$ cat config.mk
export PLATFORM = sky130hd
export DESIGN_NAME = move_queue_flat
export DESIGN_NICKNAME = d
export VERILOG_FILES = /design/src/rtl/rbot_moves_pkg.sv /design/src/rtl/move_queue_if.sv /design/src/rtl/move_fifo.sv /design/src/rtl/move_queue.sv /design/src/flat_wrapper.sv
export SDC_FILE = /design/constraint.sdc
export NUM_CORES = 1
export LEC_CHECK = 0
export CAP_MARGIN = 10
export CORE_MARGIN = 10
export CORE_UTILIZATION = 55
export CTS_BUF_LIST = sky130_fd_sc_hd__clkbuf_4 sky130_fd_sc_hd__clkbuf_8
export DETAILED_ROUTE_END_ITERATION = 10
export PLACE_DENSITY = 0.8
export SYNTH_ARGS = -nofsm -noshare
export SYNTH_HDL_FRONTEND = slang
export SYNTH_SLANG_ARGS = --single-unit
$ cat constraint.sdc
create_clock -name clock -period 3.6 [get_ports clock]
set_clock_uncertainty 0.05 [all_clocks]
set_input_delay 0.9 -clock clock [delete_from_list [all_inputs] [get_ports clock]]
set_output_delay 0.9 -clock clock [all_outputs]
set_load 0.1 [all_outputs]
$ cat src/rtl/rbot_moves_pkg.sv
// Move codes and helpers shared by spin_all, move_queue and the motor sequencer.
// Codes 0 and 1 are "no move" fillers inside packed batches.
package rbot_moves_pkg;

    localparam int MOVE_W = 4;

    localparam logic [MOVE_W-1:0] MV_NOP = 4'd0;
    localparam logic [MOVE_W-1:0] MV_R   = 4'd2;
    localparam logic [MOVE_W-1:0] MV_RI  = 4'd3;
    localparam logic [MOVE_W-1:0] MV_U   = 4'd4;
    localparam logic [MOVE_W-1:0] MV_UI  = 4'd5;
    localparam logic [MOVE_W-1:0] MV_F   = 4'd6;
    localparam logic [MOVE_W-1:0] MV_FI  = 4'd7;
    localparam logic [MOVE_W-1:0] MV_L   = 4'd8;
    localparam logic [MOVE_W-1:0] MV_LI  = 4'd9;
    localparam logic [MOVE_W-1:0] MV_B   = 4'd10;
    localparam logic [MOVE_W-1:0] MV_BI  = 4'd11;
    localparam logic [MOVE_W-1:0] MV_D   = 4'd12;
    localparam logic [MOVE_W-1:0] MV_DI  = 4'd13;

    typedef enum logic [0:0] {
        ST_IDLE,
        ST_UNPACK
    } mq_state_e;

    function automatic logic is_move(input logic [MOVE_W-1:0] code);
        return |code[MOVE_W-1:1];
    endfunction

endpackage

$ cat src/rtl/move_queue_if.sv
// Batch input and move handshake between controller, move_queue and motor sequencer.
// master = controller/sequencer side, slave = move_queue.
interface move_queue_if #(
    parameter int SLOTS = 15
);

    logic [4*SLOTS-1:0] moves;
    logic               new_moves;
    logic               move_ready;
    logic [3:0]         move;
    logic               move_valid;
    logic               busy;
    logic               batch_drained;
    logic               overflow;

    modport master (
        output moves,
        output new_moves,
        output move_ready,
        input  move,
        input  move_valid,
        input  busy,
        input  batch_drained,
        input  overflow
    );

    modport slave (
        input  moves,
        input  new_moves,
        input  move_ready,
        output move,
        output move_valid,
        output busy,
        output batch_drained,
        output overflow
    );

endinterface

$ cat src/rtl/move_fifo.sv
// Synchronous first-word-fall-through FIFO; head entry is visible while non-empty.
// A push into a full FIFO is taken only together with a pop.
module move_fifo #(
    parameter int WIDTH = 4,
    parameter int DEPTH = 32
) (
    input  logic                       clock,
    input  logic                       reset,
    input  logic                       push_i,
    input  logic [WIDTH-1:0]           data_i,
    input  logic                       pop_i,
    output logic [WIDTH-1:0]           data_o,
    output logic                       full_o,
    output logic                       empty_o,
    output logic [$clog2(DEPTH+1)-1:0] count_o
);

    localparam int AW = $clog2(DEPTH);
    localparam int CW = $clog2(DEPTH+1);

    logic [WIDTH-1:0] mem_q [DEPTH];
    logic [AW-1:0]    wr_q;
    logic [AW-1:0]    rd_q;
    logic [CW-1:0]    cnt_q;
    logic             do_push;
    logic             do_pop;

    assign empty_o = (cnt_q == '0);
    assign full_o  = (cnt_q == CW'(DEPTH));
    assign count_o = cnt_q;
    assign data_o  = mem_q[rd_q];
    assign do_pop  = pop_i & ~empty_o;
    assign do_push = push_i & (~full_o | do_pop);

    always_ff @(posedge clock) begin
        if (do_push) begin
            mem_q[wr_q] <= data_i;
        end
    end

    always_ff @(posedge clock) begin
        if (reset) begin
            wr_q  <= '0;
            rd_q  <= '0;
            cnt_q <= '0;
        end else begin
            if (do_push) begin
                wr_q <= wr_q + AW'(1);
            end
            if (do_pop) begin
                rd_q <= rd_q + AW'(1);
            end
            if (do_push && !do_pop) begin
                cnt_q <= cnt_q + CW'(1);
            end else if (do_pop && !do_push) begin
                cnt_q <= cnt_q - CW'(1);
            end
        end
    end

endmodule

$ cat src/rtl/move_queue.sv
// Unpacks 60-bit move batches into single move codes, highest slot first,
// and hands them to the motor sequencer through a FWFT queue.
module move_queue
    import rbot_moves_pkg::*;
#(
    parameter int DEPTH = 32,
    parameter int SLOTS = 15
) (
    input logic         clock,
    input logic         reset,
    move_queue_if.slave bus
);

    localparam int WW  = MOVE_W * SLOTS;
    localparam int SCW = $clog2(SLOTS+1);
    localparam int CW  = $clog2(DEPTH+1);

    logic              new_q;
    logic [WW-1:0]     moves_q;
    mq_state_e         state_q;
    mq_state_e         state_d;
    logic [WW-1:0]     shreg_q;
    logic [WW-1:0]     shreg_d;
    logic [SCW-1:0]    slots_q;
    logic [SCW-1:0]    slots_d;
    logic              ovf_q;
    logic              ovf_d;
    logic              act_q;
    logic              act;
    logic              load;
    logic              push;
    logic              pop;
    logic              advance;
    logic              full;
    logic              empty;
    logic [CW-1:0]     count;
    logic [MOVE_W-1:0] top;
    logic [MOVE_W-1:0] head;

    assign top  = shreg_q[WW-1 -: MOVE_W];
    assign pop  = ~empty & bus.move_ready;
    assign load = new_q & (state_q == ST_IDLE);

    // Strobe and batch are registered once before the FSM sees them.
    always_ff @(posedge clock) begin
        if (reset) begin
            new_q   <= 1'b0;
            moves_q <= '0;
        end else begin
            new_q <= bus.new_moves;
            if (bus.new_moves) begin
                moves_q <= bus.moves;
            end
        end
    end

    always_ff @(posedge clock) begin
        if (reset) begin
            state_q <= ST_IDLE;
        end else begin
            state_q <= state_d;
        end
    end

    always_comb begin
        state_d = state_q;
        unique case (state_q)
            ST_IDLE: begin
                if (load && moves_q != '0) begin
                    state_d = ST_UNPACK;
                end
            end
            ST_UNPACK: begin
                if (advance && slots_q == SCW'(1)) begin
                    state_d = ST_IDLE;
                end
            end
            default: state_d = ST_IDLE;
        endcase
    end

    always_comb begin
        push    = 1'b0;
        advance = 1'b0;
        shreg_d = shreg_q;
        slots_d = slots_q;
        ovf_d   = ovf_q | (new_q & (state_q == ST_UNPACK));
        if (state_q == ST_UNPACK) begin
            if (!is_move(top)) begin
                advance = 1'b1;
            end else if (!full || pop) begin
                push    = 1'b1;
                advance = 1'b1;
            end
        end
        if (load) begin
            shreg_d = moves_q;
            slots_d = SCW'(SLOTS);
        end else if (advance) begin
            shreg_d = shreg_q << MOVE_W;
            slots_d = slots_q - SCW'(1);
        end
    end

    always_ff @(posedge clock) begin
        if (reset) begin
            shreg_q <= '0;
            slots_q <= '0;
            ovf_q   <= 1'b0;
            act_q   <= 1'b0;
        end else begin
            shreg_q <= shreg_d;
            slots_q <= slots_d;
            ovf_q   <= ovf_d;
            act_q   <= act;
        end
    end

    move_fifo #(
        .WIDTH (MOVE_W),
        .DEPTH (DEPTH)
    ) u_fifo (
        .clock   (clock),
        .reset   (reset),
        .push_i  (push),
        .data_i  (top),
        .pop_i   (pop),
        .data_o  (head),
        .full_o  (full),
        .empty_o (empty),
        .count_o (count)
    );

    // A pending strobe keeps the queue active, so no drain pulse fires under it.
    assign act = (state_q != ST_IDLE) | (count != '0) | new_q;

    assign bus.move_valid    = ~empty;
    assign bus.move          = empty ? MV_NOP : head;
    assign bus.busy          = act;
    assign bus.batch_drained = act_q & ~act;
    assign bus.overflow      = ovf_q;

endmodule

$ cat src/flat_wrapper.sv
// flat-port wrapper written by rule: the top's interface ports become plain ports
module move_queue_flat import rbot_moves_pkg::*;
#(
    parameter int DEPTH = 32,
    parameter int SLOTS = 15
)
  (clock, reset, bus_moves, bus_new_moves, bus_move_ready, bus_move, bus_move_valid, bus_busy, bus_batch_drained, bus_overflow);
  move_queue_if #(.SLOTS(SLOTS)) bus_i ();
  input logic clock;
  input logic reset;
  input wire logic [$bits(bus_i.moves)-1:0] bus_moves;
  input wire logic [$bits(bus_i.new_moves)-1:0] bus_new_moves;
  input wire logic [$bits(bus_i.move_ready)-1:0] bus_move_ready;
  output wire logic [$bits(bus_i.move)-1:0] bus_move;
  output wire logic [$bits(bus_i.move_valid)-1:0] bus_move_valid;
  output wire logic [$bits(bus_i.busy)-1:0] bus_busy;
  output wire logic [$bits(bus_i.batch_drained)-1:0] bus_batch_drained;
  output wire logic [$bits(bus_i.overflow)-1:0] bus_overflow;
  assign bus_i.moves = bus_moves;
  assign bus_i.new_moves = bus_new_moves;
  assign bus_i.move_ready = bus_move_ready;
  assign bus_move = bus_i.move;
  assign bus_move_valid = bus_i.move_valid;
  assign bus_busy = bus_i.busy;
  assign bus_batch_drained = bus_i.batch_drained;
  assign bus_overflow = bus_i.overflow;
  move_queue #(.DEPTH(DEPTH), .SLOTS(SLOTS)) u_core (.clock(clock), .reset(reset), .bus(bus_i));
endmodule
# ---- Yosys cells after proc, flatten, opt, wreduce, memory -nomap -nowiden
# Memory sizes are Yosys's and may differ from the RTL's. A register that Yosys moved wholly into a read port is not among the register bits.
# Cells that the tools add are included.
dict set report totals {
  ff_bits 144
  ramBits 128
  memories 1
}
dict set report op_classes {
  add_sub_neg 5
  eq_ne 2
  mux 19
  bitwise 14
  reduce_logical 14
}
# memory words width rd rd_clocked_by_memory_dff write_ports line
set mem_list {}
lappend mem_list {u_core.u_fifo.mem_q 32 4 1 1 1 move_fifo.sv:21} ;# logic [WIDTH-1:0] mem_q [DEPTH];
# op count
set ops {}
lappend ops {{2-to-1 mux 60 bit} 2}
lappend ops {{nonzero test 60 bit} 1}
lappend ops {{2-to-1 mux 4 bit} 3}
lappend ops {{2-to-1 mux 6 bit} 2}
lappend ops {{adder 5 x 1 -> 5 bit (second input constant)} 2}
lappend ops {{2-to-1 mux 5 bit} 2}
lappend ops {{2-to-1 mux 1 bit} 9}
lappend ops {{adder 6 x 1 -> 6 bit (second input constant)} 1}
lappend ops {{bitwise AND 1 bit} 6}
lappend ops {{== test 6 bit (second input constant)} 1}
lappend ops {{logical NOT 6 bit} 1}
lappend ops {{nonzero test 6 bit} 1}
lappend ops {{subtractor 6 x 1 -> 6 bit (second input constant)} 1}
lappend ops {{== test 4 x 1 -> 1 bit (second input constant)} 1}
lappend ops {{logical AND 1 bit} 4}
lappend ops {{NOT 1 bit} 4}
lappend ops {{bitwise OR 1 bit} 4}
lappend ops {{nonzero test 2 bit} 2}
lappend ops {{subtractor 4 x 1 -> 4 bit (second input constant)} 1}
lappend ops {{logical NOT 1 bit} 3}
lappend ops {{OR reduction 3 bit} 1}
lappend ops {{one-hot mux 1 bit (2 select lines)} 1}
lappend ops {{logical OR 1 bit} 1}

# ---- Longest topological paths before layout
# Gate-level depths: netlist of run 1.
dict set report logic_depth {
  ltp_word 12
  mapped_depth 13
  depth_no_buf 11
}

# ---- Cells and area by module
# A second synthesis of run 1 with hierarchy kept.
dict set report hier_totals {
  cells_unflattened 1001
  area_unflattened_um2 11483.5
}
# module n_inst cells_each area_per_inst_um2 seq_area_each_um2
set by_module_without_submodules {}
lappend by_module_without_submodules {move_fifo 1 407 6251.0 4264.1}
lappend by_module_without_submodules {move_queue 1 594 5232.5 2562.5}

# ---- Worst setup path after synthesis of run 1
# OpenSTA, ideal clock, no wires.
dict set report synth_path {
  kind {register to output}
  start {register u_core.u_fifo.cnt_q[0], in the netlist u_core.u_fifo.count_o[0]}
  end {output port bus_move[2]}
  arrival_time_ns 3.590
  t_required_ns 2.650
  setup_slack_ns -0.940
  path_stages_with_launch 6
  path_buffers 2
  path_cell_list {dfxtp_1 clkbuf_1 or3_2 clkbuf_1 nand2_1 o22ai_1}
}
dict set report synth_via {
  elab_chain_cells 2
}
# element line
set synth_rtl {}
lappend synth_rtl {{from (decl)} move_fifo.sv:24} ;# logic [CW-1:0] cnt_q;
lappend synth_rtl {{from (signal assigned)} move_fifo.sv:54} ;# cnt_q <= cnt_q + CW'(1);
lappend synth_rtl {{from (signal assigned)} move_fifo.sv:56} ;# cnt_q <= cnt_q - CW'(1);
lappend synth_rtl {{logical NOT 6 bit} move_fifo.sv:28} ;# assign empty_o = (cnt_q == '0);
lappend synth_rtl {{2-to-1 mux 4 bit} move_queue.sv:138} ;# assign bus.move = empty ? MV_NOP : head;
lappend synth_rtl {{to (decl)} flat_wrapper.sv:14} ;# output wire logic [$bits(bus_i.move)-1:0] bus_move;
# Every way passes these cells.

==> results.txt, run 1 <==
Status = finished clean
Flop2flop setup slack = 0.43 ns
WP data arrival = 2.55 ns
Main flop type after synthesis = dfxtp_1
Antenna fix cells = 0
Pwr per Cell Area = 657 mW/mm²
Vias per inst = 5.77
CP top delay family = buffers and inverters
Count of different cell masters after synthesis = 48
Final hold vios = 0
Synthesized area per cell = 11.9 µm²
Die Wd = 163 µm
Initial antenna violation count = 0
Synth Net Count = 1021
Largest net degree at the start of global routing = 120
Hold buffer count at CTS = 0
Worst hold margin = 0.421 ns
Drt wl/cell = 17.8 µm
Ports = 72
H-tree levels = 2
Syn-to-layout area delta = 17.6%
Max Buffers Root-to-Sink = 3
GRT Total Usage = 17.6%
Hold depth = 2
Critical path buffers and inverters = 2
Tmin final = 3.50 ns
Row count = 52
CP max-delay cell = mux4_2
Die height = 163 µm
Initial Utilization = 55.8%
Dpl hpwl = 14.7 mm
Antenna Nets Post-Route = 0
Post-synth EDFFs = 128
Rel. slew slack = 24.1%
CTS tree = yes
Fmax = 285 MHz
Grt total ovfl = 0
Synth top area cells = edfxtp_1, dfxtp_1, mux4_2
Via count = 7566
Final instance area = 0.0132 mm²
CORE AREA = 0.0202 mm²
CP required = 2.65 ns
First-pass GRT wire length = 38.6 mm
Worst reg2reg path depth = 11
Die area = 0.0266 mm²
Worst r2r src = u_core.u_fifo.count_o[1]
CTS root buf = clkbuf_8
Final setup vio count = 0
Yosys top cell by area = edfxtp_1
Period utilization = 97.3%
Min-delay worst type = register to register
DRT Pass-1 Iters = 6
Port buffer count = 71
Least-Margin Pin Slew = 1.14 ns
Post-synth ARST share = 0%
Number of CTS-inserted buffers = 43
Critical Path Sink Type = primary output
Startpoint types = register
Yosys warning total = 0
Worst VDD drop = 379 µV
Setup_tns = 0 ns
Max Slew Vio Count = 0
Final Net Count = 1084
DR DRC count = 0
Pleak = 0.00486 µW
# clock sinks = 277
Hold Crit Start = u_core.bus.overflow
Post-synthesis sequential area ratio = 60.7%
Crit-path cells = bufbuf_16 -> mux4_2 -> a221oi_1 -> o22ai_2 -> buf_12
CP max FO = 16
Worst skew pair latency = 0.55 ns
Total wire length = 23.4 mm
Largest stage delay on the critical path = 0.52 ns
Yosys reg bits = 277
Placed Area = 0.0122 mm²
Post-Synthesis Cells = 944
Min-Delay Endpoint = u_core.bus.overflow
Initial detailed-routing violation count = 621
Final Wtd Congestion = 0.801
Clock-pin slew on the worst setup and hold paths = 0.06 ns
Max cap viols = 0
Share of layout cells above drive strength 1 = 15.5%
Vias in the first global route = 7646
RSZ-0062 raised after global routing = false
Synthesized cell area = 0.0113 mm²
Setup CP Type = register to primary output
Synth top area share = 34.2%
Critical R2R Capture = u_core.u_fifo.count_o[5]
cells in the final DEF, fill, tap and decap left out, drive strengths merged, types with 2 or more instances in the layout:
cell type | synthesis | layout
nor4 | 74 | 74
ha | 12 | 12
a21o | 2 | 2
a21oi | 12 | 12
or3b | 2 | 2
inv | 7 | 7
a22o | 8 | 8
o21ai | 3 | 3
mux4 | 32 | 32
clkinvlp | 0 | 4
a221oi | 8 | 8
clkbuf | 28 | 68
nand3 | 8 | 8
nor2 | 169 | 169
nand3b | 2 | 2
mux2i | 63 | 63
nand2b | 2 | 2
edfxtp | 128 | 128
nor2b | 6 | 6
a211oi | 3 | 3
dfxtp | 149 | 149
o22ai | 4 | 4
o31a | 2 | 2
nand4 | 6 | 6
or3 | 2 | 2
or2 | 2 | 2
or4 | 3 | 3
xor2 | 8 | 8
clkdlybuf4s50 | 0 | 61
and2 | 5 | 5
nor3 | 115 | 115
nand2 | 19 | 19
buf | 46 | 29
xnor2 | 5 | 5
clkinv | 0 | 7
worst max-delay path by stage:
stage                                         from                        to  slack [ns]  depth (start not counted)
after floorplan           u_core.u_fifo.count_o[1]  u_core.u_fifo.count_o[5]        0.05                         13
after global placement              bus_move_ready  u_core.u_fifo.count_o[5]        0.04                         11
after detailed placement            bus_move_ready  u_core.u_fifo.count_o[5]        0.01                         11
after CTS                 u_core.u_fifo.count_o[1]         bus_batch_drained        0.02                          6
after global routing                      register               bus_move[2]        0.01                          5
final                                     register               bus_move[2]         0.1                          5
routing by layer:
metal	global-route usage (%)	vias up	part of all wire, %
li1	-	3634	-
met1	22.2	3674	42
met2	29.8	221	50
met3	3.50	37	5.5
met4	6.23	0	2.0
met5	0	-	0
synthesized netlist by cell type, types with 4 or more instances:
| cell | number |
|---|---|
| a21oi_1 | 12 |
| nor2b_1 | 6 |
| o22ai_1 | 4 |
| nor2_1 | 169 |
| ha_1 | 12 |
| nor3_1 | 115 |
| xor2_1 | 8 |
| nand4_1 | 6 |
| nor4_1 | 74 |
| inv_1 | 7 |
| mux4_2 | 32 |
| a22o_1 | 8 |
| xnor2_1 | 5 |
| buf_1 | 14 |
| and2_1 | 5 |
| buf_2 | 23 |
| edfxtp_1 | 128 |
| nand2_1 | 19 |
| clkbuf_1 | 20 |
| dfxtp_1 | 149 |
| buf_6 | 6 |
| clkbuf_4 | 7 |
| nand3_1 | 8 |
| a221oi_1 | 8 |
| mux2i_1 | 63 |
registers in the layout, summed over array words and instances, names as in the netlist, 4 cells and up, named ones only:
signal	cells
u_core.moves_q	60
u_core.shreg_q	60
u_core.slots_q	4
u_core.u_fifo.count_o	6
u_core.u_fifo.mem_q	128
u_core.u_fifo.rd_q	5
u_core.u_fifo.wr_q	5
power breakdown:
| part | leakage, µW | switching, µW | internal, µW | total [µW] |
|---|---|---|---|---|
| Combinational | 0.00198 | 1280 | 1070 | 2350 |
| Sequential | 0.00240 | 160 | 3500 | 3660 |
| Clock | 0.000468 | 1160 | 1520 | 2680 |
kinds of logic (layout without fill, tap and decap cells):
logic type / count (synthesis) / after routing / share of synthesized area [%]
and+or+nand+nor: 417 / 417 / 17.8
AOI/OAI and AO/OA: 48 / 48 / 3.28
xor gates and xnor gates: 13 / 13 / 1.01
buffers and inverters: 81 / 178 / 3.70
muxes: 95 / 95 / 12.0
DFF: 277 / 277 / 60.7
adders and majority gates: 13 / 13 / 1.51
repair_timing:
action                     4_1_cts  5_1_grt
resized for setup                6        8
buffers inserted                 0        1
setup endpoints to repair        6        6
gates cloned                     1        1
worst reg2reg max path, cell delays in order (launching register included):
cell and delay (ns):
dfxtp_2 0.34, or4_1 0.56, or3_4 0.35, nand2_1 0.14, ha_1 0.19, inv_1 0.11
ha_1 0.23, or4_1 0.49, a311o_1 0.31, o211ai_1 0.10, xnor2_1 0.14, nor2_1 0.05
final cells by class:
| type | count | area, µm² |
|---|---|---|
| clock buffer | 67 | 816 |
| sequential | 277 | 6830 |
| multi-input combinational | 586 | 4110 |
| inverter | 7 | 26.3 |
| tap | 270 | 338 |
| clock inverter | 12 | 88.8 |
| timing repair buffer | 92 | 1030 |
| fill | 1504 | 6940 |
metrics by stage:
step	std cells	util, %	power (µW)	setup WS [ns]
floorplan	944	-	5290	0.0452
global placement	1229	60.5	5870	0.0414
detailed placement	1229	60.5	5930	0.0142
CTS	1309	65.3	8680	0.0202
global route	1311	65.6	9100	0.0122
finish	1311	65.6	8690	0.0959
Power figures use the tool's default switching activity.
==> run 2: changes to the inputs <==
--- a/config.mk
+++ b/config.mk
@@ -5,6 +5,7 @@
 export SDC_FILE = /design/constraint.sdc
 export NUM_CORES = 1
 export LEC_CHECK = 0
+export ABC_CLOCK_PERIOD_IN_PS = 3600
 export CAP_MARGIN = 10
 export CORE_MARGIN = 10
 export CORE_UTILIZATION = 55
==> results of run 2 <==
Final layout, timing and power as in run 1 (identical DEF).
